==> config.mk <==
export PLATFORM = sky130hd
export DESIGN_NAME = lcb_rx_collector
export DESIGN_NICKNAME = d
export VERILOG_FILES = /design/src/rtl/lcb_rx_collector.sv
export SDC_FILE = /design/constraint.sdc
export NUM_CORES = 1
export LEC_CHECK = 0
export CORE_MARGIN = 1.5
export CORE_UTILIZATION = 45
export CTS_CLUSTER_SIZE = 24
export DETAILED_ROUTE_END_ITERATION = 12
export DONT_BUFFER_PORTS = 1
export PLACE_DENSITY = 0.59
export SLEW_MARGIN = 10
export SYNTH_ARGS = -nofsm -noshare
export SYNTH_HDL_FRONTEND = slang
export SYNTH_SLANG_ARGS = --single-unit
export TNS_END_PERCENT = 50
==> constraint.sdc <==
create_clock -name clk -period 11.7 [get_ports clk]
set_clock_uncertainty 0.05 [all_clocks]
set_input_delay 2.34 -clock clk [delete_from_list [all_inputs] [get_ports clk]]
set_output_delay 2.34 -clock clk [all_outputs]
set_load 0.005 [all_outputs]
==> src/rtl/lcb_rx_collector.sv <==
// N-channel LCB reply collector: per-channel byte capture, round-robin drain of
// complete replies, and packing into orbit RAM words on the bank not being read.
module lcb_rx_collector #(
  parameter int NCH    = 5,
  parameter int BYTES  = 4,
  parameter int BYTE_W = 8,
  parameter int WORD_W = 12,
  parameter int ADDR_W = 11
) (
  input  logic                  clk,
  input  logic                  rst,
  input  logic [NCH-1:0]        iValid,
  input  logic [NCH*BYTE_W-1:0] iData,
  input  logic [NCH-1:0]        iRstCh,
  input  logic [NCH*ADDR_W-1:0] iBase,
  input  logic                  iSW,
  input  logic                  iOvfClr,
  output logic                  oWE,
  output logic                  oWrBank,
  output logic [ADDR_W-1:0]     oWrAddr,
  output logic [WORD_W-1:0]     oWord,
  output logic [NCH-1:0]        oDone,
  output logic [NCH-1:0]        oOvf,
  output logic                  oBusy
);

  localparam int CNT_W = $clog2(BYTES + 1);
  localparam int IDX_W = (BYTES > 1) ? $clog2(BYTES) : 1;
  localparam int CH_W  = (NCH > 1) ? $clog2(NCH) : 1;

  typedef enum logic [1:0] {IDLE, GRANT, EMIT} state_t;

  state_t            state_q, state_d;
  logic [CH_W-1:0]   ch_q, ch_d;
  logic [CH_W-1:0]   ptr_q, ptr_d;
  logic [ADDR_W-1:0] base_q, base_d;
  logic              bank_q, bank_d;
  logic [IDX_W-1:0]  idx_q, idx_d;

  logic [CNT_W-1:0]  cnt_q [NCH];
  logic [NCH-1:0]    rdy_q;
  logic [NCH-1:0]    ovf_q;
  logic [BYTE_W-1:0] byteBuf_q [NCH][BYTES];

  logic              we_q, we_d;
  logic              wrBank_q, wrBank_d;
  logic [ADDR_W-1:0] wrAddr_q, wrAddr_d;
  logic [WORD_W-1:0] word_q, word_d;
  logic [NCH-1:0]    done_q, done_d;

  logic              lastEmit;
  logic [NCH-1:0]    drainClr;
  logic              pickValid;
  logic [CH_W-1:0]   pick;
  logic [CH_W-1:0]   scan;

  assign lastEmit = (state_q == EMIT) && (idx_q == IDX_W'(BYTES - 1));
  assign drainClr = lastEmit ? (NCH'(1) << ch_q) : '0;

  // A ready channel is frozen until drained; extra strobes only raise overflow.
  always_ff @(posedge clk or posedge rst) begin
    if (rst) begin
      rdy_q <= '0;
      ovf_q <= '0;
      for (int c = 0; c < NCH; c++) begin
        cnt_q[c] <= '0;
        for (int b = 0; b < BYTES; b++) byteBuf_q[c][b] <= '0;
      end
    end else begin
      for (int c = 0; c < NCH; c++) begin
        ovf_q[c] <= (ovf_q[c] & ~iOvfClr) | (iValid[c] & rdy_q[c]);
        if (drainClr[c]) begin
          cnt_q[c] <= '0;
          rdy_q[c] <= 1'b0;
        end else if (!rdy_q[c]) begin
          if (iRstCh[c]) begin
            cnt_q[c] <= '0;
          end else if (iValid[c]) begin
            byteBuf_q[c][IDX_W'(cnt_q[c])] <= iData[c*BYTE_W +: BYTE_W];
            cnt_q[c] <= cnt_q[c] + CNT_W'(1);
            if (cnt_q[c] == CNT_W'(BYTES - 1)) rdy_q[c] <= 1'b1;
          end
        end
      end
    end
  end

  always_comb begin
    pickValid = 1'b0;
    pick      = '0;
    scan      = '0;
    for (int i = 0; i < NCH; i++) begin
      scan = CH_W'((int'(ptr_q) + i) % NCH);
      if (!pickValid && rdy_q[scan]) begin
        pickValid = 1'b1;
        pick      = scan;
      end
    end
  end

  // Bank and base are latched at grant so a reply never straddles a bank swap.
  always_comb begin
    state_d  = state_q;
    ch_d     = ch_q;
    ptr_d    = ptr_q;
    base_d   = base_q;
    bank_d   = bank_q;
    idx_d    = idx_q;
    we_d     = 1'b0;
    wrBank_d = 1'b0;
    wrAddr_d = '0;
    word_d   = '0;
    done_d   = '0;
    case (state_q)
      IDLE: begin
        if (pickValid) begin
          ch_d    = pick;
          base_d  = iBase[pick*ADDR_W +: ADDR_W];
          bank_d  = ~iSW;
          ptr_d   = (pick == CH_W'(NCH - 1)) ? '0 : pick + CH_W'(1);
          state_d = GRANT;
        end
      end
      GRANT: begin
        idx_d   = '0;
        state_d = EMIT;
      end
      EMIT: begin
        we_d     = 1'b1;
        wrBank_d = bank_q;
        wrAddr_d = base_q + ADDR_W'(idx_q);
        word_d   = WORD_W'(byteBuf_q[ch_q][idx_q]) << (WORD_W - BYTE_W);
        if (lastEmit) begin
          done_d  = drainClr;
          state_d = IDLE;
        end else begin
          idx_d = idx_q + IDX_W'(1);
        end
      end
      default: state_d = IDLE;
    endcase
  end

  always_ff @(posedge clk or posedge rst) begin
    if (rst) begin
      state_q  <= IDLE;
      ch_q     <= '0;
      ptr_q    <= '0;
      base_q   <= '0;
      bank_q   <= 1'b0;
      idx_q    <= '0;
      we_q     <= 1'b0;
      wrBank_q <= 1'b0;
      wrAddr_q <= '0;
      word_q   <= '0;
      done_q   <= '0;
    end else begin
      state_q  <= state_d;
      ch_q     <= ch_d;
      ptr_q    <= ptr_d;
      base_q   <= base_d;
      bank_q   <= bank_d;
      idx_q    <= idx_d;
      we_q     <= we_d;
      wrBank_q <= wrBank_d;
      wrAddr_q <= wrAddr_d;
      word_q   <= word_d;
      done_q   <= done_d;
    end
  end

  assign oWE     = we_q;
  assign oWrBank = wrBank_q;
  assign oWrAddr = wrAddr_q;
  assign oWord   = word_q;
  assign oDone   = done_q;
  assign oOvf    = ovf_q;
  assign oBusy   = (state_q != IDLE);

endmodule

==> out/results.tsv, run 1 <==
metric	value	unit
routedWlPerCell	22.0	um
viasPerCell	5.90	
totalPowerFinal	4.69	mW
clkLatencyLatePin	0.55	ns
min_period	6.47	ns
drv_slew	0	
switching_share	0.404	
worstPathCellList	buf_4 > clkinv_1 > ha_1 > inv_1 > ha_1 > inv_1 > ha_1 > nor3_1 > nor3_1 > or2_2 > ha_1 > nand2b_1 > a221oi_2 > a21o_2 > a31oi_1 > o21ai_2 > nand4_1 > o31ai_2 > buf_4 > clkinv_1 > nand3_1 > o221ai_1	
cts_sinks	233	
r2r-start	ptr_q[0]$_DFFE_PP0P_	
cpMaxStageDelayCell	nand3_1	
outcome	completed	
syn_area	12800	sq um
dieWidth	171	um
grt_overflow_total	0	
intPower	2.80	mW
routed_wl	32300	um
core_area	27900	sq um
critPathKind	flop to flop	
reg2reg_to	base_q[0]$_DFFE_PP0P_	
cts_buffer_depth	3	
endpoint	base_q[0]$_DFFE_PP0P_	
tns	0	ns
p_comb_frac	0.519	
p_seq_frac	0.303	
cap_violations	0	
num_vias	8658	
tightest_slew	1.06	ns
die_h	171	um
ys_ff_latch	233	
setup_viol	0	
min_path_type	flop to flop	
numCtsBuffers	26	
ctsResizeCount	0	
synth-edff-count	0	
path_max_fanout	34	
async_flop_share	1.00	
fmax	155	MHz
clockPowerShare	0.178	
rrSetupSlack	5.23	ns
grt_pass1_wl	50100	um
cp-startpoint	ptr_q[0]$_DFFE_PP0P_	
slew_headroom	0.293	
drtIter0Drc	661	
start_kind	flop	
drtAntennaViolNets	0	
slowest_delay	0.66	ns
post-cts-setup-buffers	0	
final_common_cell	dfrtp_1	
drc_errors	0	
cpMostUsedCell	ha_1	
ff2ff_path_depth	22	
grt_start_max_net_pins	101	
leakagePower	6.16	nW
globalRouteTotalUtil	0.224	
cts_root_buffer	clkbuf_16	
rows	61	
grt_pass1_vias	8569	
critPathRequiredTime	12.03	ns
antenna_found_initial	0	
htreeDepth	1	
io_pins	145	
firstDrtPassIters	5	
yosysUniqueCellTypes	81	
synthCells	1082	
layout.nets	1229	
clk_pin_slew	0.06	ns
io_buffer_count	0	
yosys_warnings	0	
min_period_over_period	0.553	
dieArea	29400	sq um
cts_tree	built	
start_util	0.458	
synth.avg_cell_area	11.8	sq um
area_growth	9.53	%
dp_hpwl	22700	um
hold_violations	0	
arrival	6.80	ns
power_density	336	nW/um^2
worstSetupEndpointType	flop	
finalWeightedCongestion	0.920	
ys_seq_area_frac	0.457	
vdd_ir_drop_max	0.000181	V
layout_common_cells	232 x dfrtp_1, 162 x mux2_2, 66 x nand2_1	
hold_buffers	0	
synthFlopType	dfrtp_1	
antennaDiodeCount	0	
drive_gt1_frac	0.257	
rsz0062_at_grt	false	
switchingPower	1.89	mW
routing by layer:
layer,global-route usage,share of wire,vias to the layer above
li1,-,-,3981
met1,0.297,0.44,4367
met2,0.379,0.48,267
met3,0.0458,0.066,43
met4,0.0469,0.019,0
met5,0,0,-
critical path, delay by kind of cell, from the launching register on:
family | cells | cell delay [ns]
fa+ha+maj | 4 | 1.08
flops | 1 | 0.32
compound gates | 6 | 1.37
buf+inv | 6 | 1.71
simple gates | 6 | 1.73
area by class of cell:
class	instances	area, sq um
fillers	2465	13900
multi-input cells	749	6520
flip-flops and latches	233	5830
clock buffers	37	762
well taps	378	473
inverters	51	199
clock inverters	11	139
repair buffers	8	60.1
worst min-delay path by stage:
stage | startpoint | endpoint | slack, ns | cells past startpoint
global placement | bank_q$_DFFE_PP0P_ | oWrBank$_DFF_PP0_ | 0.41 | 1
CTS | bank_q$_DFFE_PP0P_ | oWrBank$_DFF_PP0_ | 0.43 | 1
detailed placement | bank_q$_DFFE_PP0P_ | oWrBank$_DFF_PP0_ | 0.42 | 1
finish | bank_q$_DFFE_PP0P_ | oWrBank$_DFF_PP0_ | 0.43 | 1
floorplan | bank_q$_DFFE_PP0P_ | bank_q$_DFFE_PP0P_ | 0.39 | 2
global route | bank_q$_DFFE_PP0P_ | oWrBank$_DFF_PP0_ | 0.46 | 1
registers in the layout, indices dropped and copies added, names as in the netlist:
name / cells
oWrAddr: 11
state_q: 2
oOvf: 5
byteBuf_q: 160
oWE: 1
cnt_q: 15
ptr_q: 3
rdy_q: 5
idx_q: 2
oWrBank: 1
base_q: 11
bank_q: 1
oDone: 5
ch_q: 3
oWord: 8
cell families after synthesis:
logic type | after synthesis | share of synthesized area
other cells | 1 | 0.000294
buf+inv | 103 | 0.0340
simple gates | 240 | 0.0936
flops | 233 | 0.457
fa+ha+maj | 51 | 0.0506
compound gates | 211 | 0.127
xor+xnor | 11 | 0.00813
mux | 232 | 0.230
synth_stat cells, drive strengths merged (3+ instances only):
| cell | n | share of area |
|---|---|---|
| clkbuf | 35 | 0.010 |
| xnor2 | 6 | 0.0041 |
| and2 | 8 | 0.0039 |
| a211oi | 9 | 0.0057 |
| mux2i | 36 | 0.028 |
| nand3 | 27 | 0.011 |
| ha | 50 | 0.049 |
| nand4 | 4 | 0.0020 |
| nand3b | 5 | 0.0029 |
| nor2b | 5 | 0.0024 |
| xor2 | 5 | 0.0040 |
| a221oi | 17 | 0.012 |
| a2bb2oi | 11 | 0.0075 |
| nor3 | 15 | 0.0059 |
| or2 | 5 | 0.0024 |
| buf | 17 | 0.0087 |
| o211a | 4 | 0.0031 |
| a211o | 3 | 0.0021 |
| mux2 | 163 | 0.14 |
| o31ai | 4 | 0.0027 |
| a22oi | 6 | 0.0035 |
| o21ai | 39 | 0.016 |
| o221ai | 11 | 0.012 |
| a21o | 6 | 0.0036 |
| dfrtp | 233 | 0.46 |
| a221o | 16 | 0.013 |
| a31oi | 6 | 0.0029 |
| nand2 | 66 | 0.019 |
| nor2 | 53 | 0.016 |
| o21a | 10 | 0.0059 |
| o21bai | 4 | 0.0024 |
| nor4 | 3 | 0.0020 |
| and3 | 10 | 0.0053 |
| or3 | 17 | 0.0087 |
| a21oi | 38 | 0.016 |
| inv | 49 | 0.014 |
| o211ai | 9 | 0.0053 |
| nand2b | 15 | 0.0073 |
| mux4 | 33 | 0.058 |
power by group through the flow:
| stage | Combinational (mW) | Sequential [mW] | Clock, mW |
|---|---|---|---|
| 2_1_floorplan | 2.07 | 1.31 | 0 |
| 3_3_place_gp | 2.38 | 1.42 | 0 |
| 3_5_place_dp | 2.42 | 1.43 | 0 |
| 4_1_cts | 2.43 | 1.42 | 0.856 |
| 5_1_grt | 2.69 | 1.47 | 0.890 |
| 6_report | 2.44 | 1.42 | 0.837 |
metrics by stage:
step	cell area [sq um]	setup WS (ns)	cells	hold WS (ns)	utilization
floorplan	12800	2.92	1085	0.392	-
finish	14000	5.23	1467	0.431	0.502
global placement	13100	5.54	1419	0.410	0.470
detailed placement	13100	5.35	1419	0.422	0.470
global route	14000	4.63	1467	0.461	0.502
CTS	14000	5.31	1467	0.429	0.502
(Power assumes the default switching activity.)
==> inputs of run 2 (changes only) <==
Clock period 11.7 ns to 6.75 ns, I/O delays scaled along.
==> run 2 against run 1 <==
Net effect:
- largest cell class unchanged
- count of clock-buffer cells in the layout is 7 lower
- highest routed layer unchanged
- utilization barely moved
- critical path depth shrank 1
- first-iteration DRC count shrank 19%
- critical path type unchanged
- register-to-register slack got worse by 4.5 ns
- sequential power up 73%
- power rose by 74%
==> out/results.tsv, run 2 (synthesis gave the netlist of run 1 again) <==
metric	value	unit	change
outcome	completed		
htreeDepth	1		unchanged
place_inst	1421		+0.14%
drtAntennaViolNets	0		unchanged
ff2ff_path_depth	21		-4.5%
grt_pass1_wl	49800	um	-0.73%
rrSetupSlack	0.75	ns	-4.48 ns
core_area	27900	sq um	unchanged
start_kind	flop		
viasPerCell	5.92		+0.35%
fmax	167	MHz	+7.9%
layout.nets	1231		+0.16%
io_buffer_count	0		unchanged
drv_slew	0		unchanged
routed_wl	32500	um	+0.60%
critPathKind	flop to flop		
hold_ws	0.426	ns	-0.00493 ns
tightest_slew	1.13	ns	+0.0676 ns
worstPathCellList	inv_2 > ha_1 > inv_1 > ha_1 > inv_1 > ha_1 > nor3_1 > nor3_1 > or2_2 > ha_1 > nand2b_1 > a221oi_2 > a21o_2 > a31oi_1 > o21ai_2 > nand4_1 > o31ai_2 > buf_4 > clkinv_1 > nand3_2 > o221ai_1		
area_growth	9.55	%	about the same
grt_overflow_total	0		unchanged
cp_top_family	simple AND/OR/NAND/NOR gates		
cts_tree	built		
ctsResizeCount	0		unchanged
routedWlPerCell	22.1	um	+0.60%
clkLatencyLatePin	0.54	ns	about the same
hold_violations	0		unchanged
cts_sinks	233		unchanged
fin_util	0.502		about the same
die_h	171	um	unchanged
vdd_ir_drop_max	0.000397	V	+120%
critPathRequiredTime	7.09	ns	-4.94 ns
stdcell_count	1467		unchanged
clk_pin_slew	0.06	ns	about the same
top_regs	byteBuf_q x160, cnt_q x15		
path_max_fanout	22		-35%
drive_gt1_frac	0.261		+0.00367
tns	0	ns	unchanged
antennaDiodeCount	0		unchanged
numCtsBuffers	26		unchanged
io_pins	145		unchanged
num_vias	8688		+0.35%
cp-startpoint	ptr_q[1]$_DFFE_PP0P_		
min_path_type	flop to flop		
hold_buffers	0		unchanged
leakagePower	6.16	nW	-0.10%
cap_violations	0		unchanged
arrival	6.34	ns	-0.46 ns
endpoint	base_q[0]$_DFFE_PP0P_		
layout_common_cells	232 x dfrtp_1, 162 x mux2_2, 66 x nand2_1		
finalWeightedCongestion	0.818		-11%
min_period_over_period	0.888		+0.335
rsz0062_at_grt	false		
slowest_delay	0.53	ns	-0.13 ns
cts_buffer_depth	3		unchanged
largest-register	byteBuf_q		
min_period	6.00	ns	-0.474 ns
grt_pass1_vias	8583		+0.16%
drc_errors	0		unchanged
firstDrtPassIters	5		unchanged
post-cts-setup-buffers	0		unchanged
dieArea	29400	sq um	unchanged
worstSetupEndpointType	flop		
rows	61		unchanged
worst-path-stages	21		-4.5%
slew_headroom	0.241		-0.0512
reg2reg_to	base_q[0]$_DFFE_PP0P_		
start_util	0.458		unchanged
antenna_found_initial	0		unchanged
r2r-start	ptr_q[1]$_DFFE_PP0P_		
setup_viol	0		unchanged
cpMostUsedCell	ha_1		
cts_root_buffer	clkbuf_16		
largest_register_ffs	160		unchanged
dp_hpwl	22500	um	-0.74%
path_buf_inv	5		-1
globalRouteTotalUtil	0.222		-0.00246
grt_start_max_net_pins	186		+84%
dieWidth	171	um	unchanged
cpMaxStageDelayCell	dfrtp_1		
drtIter0Drc	536		-19%
power_density	584	nW/um^2	+74%
final_common_cell	dfrtp_1		
run 2: how the worst min path moves through the flow:
stage | start | to | slack [ns] | cells after the start
after floorplan | bank_q$_DFFE_PP0P_ | bank_q$_DFFE_PP0P_ | 0.39 | 2
after global placement | bank_q$_DFFE_PP0P_ | bank_q$_DFFE_PP0P_ | 0.41 | 2
after detailed placement | bank_q$_DFFE_PP0P_ | bank_q$_DFFE_PP0P_ | 0.41 | 2
after CTS | bank_q$_DFFE_PP0P_ | bank_q$_DFFE_PP0P_ | 0.43 | 2
after global routing | byteBuf_q[118]$_DFFE_PP0P_ | byteBuf_q[118]$_DFFE_PP0P_ | 0.46 | 1
final | bank_q$_DFFE_PP0P_ | bank_q$_DFFE_PP0P_ | 0.43 | 2
run 2: final cells by class:
| class | instances | area (sq um) |
|---|---|---|
| multi-input combinational | 749 | 6530 |
| clock inverter | 16 | 180 |
| clock buffer | 30 | 696 |
| timing repair buffer | 10 | 87.6 |
| inverter | 51 | 195 |
| tap | 378 | 473 |
| sequential | 233 | 5830 |
| fill | 2456 | 13900 |
run 2: routing by layer:
| layer | track usage | routed length [um] | vias up |
|---|---|---|---|
| li1 | - | - | 3980 |
| met1 | 0.297 | 14200 | 4411 |
| met2 | 0.370 | 15500 | 253 |
| met3 | 0.0437 | 2110 | 44 |
| met4 | 0.0511 | 635 | 0 |
| met5 | 0 | 0 | - |
run 2: power breakdown:
part           internal [mW]  switching (mW)
Sequential              2.01           0.455
Clock                  0.854           0.593
Combinational           2.00            2.26
run 2: metrics by stage:
stage / power [mW] / instance area (sq um) / setup slack (ns)
2_1_floorplan: 5.85 / 12800 / 1.19
3_3_place_gp: 6.64 / 13100 / 0.737
3_5_place_dp: 6.72 / 13100 / 0.544
4_1_cts: 8.18 / 14000 / 0.520
5_1_grt: 8.75 / 14000 / 0.173
6_report: 8.16 / 14000 / 0.753
run 2: worst reg2reg max path: cells and delay by family (launching register included):
kind	cells	cell delay [ns]
AO/OA/AOI/OAI	6	1.36
buffers and inverters	5	1.21
AND/OR/NAND/NOR	6	1.58
adder cells (fa/ha/maj)	4	1.12
flip-flops	1	0.53
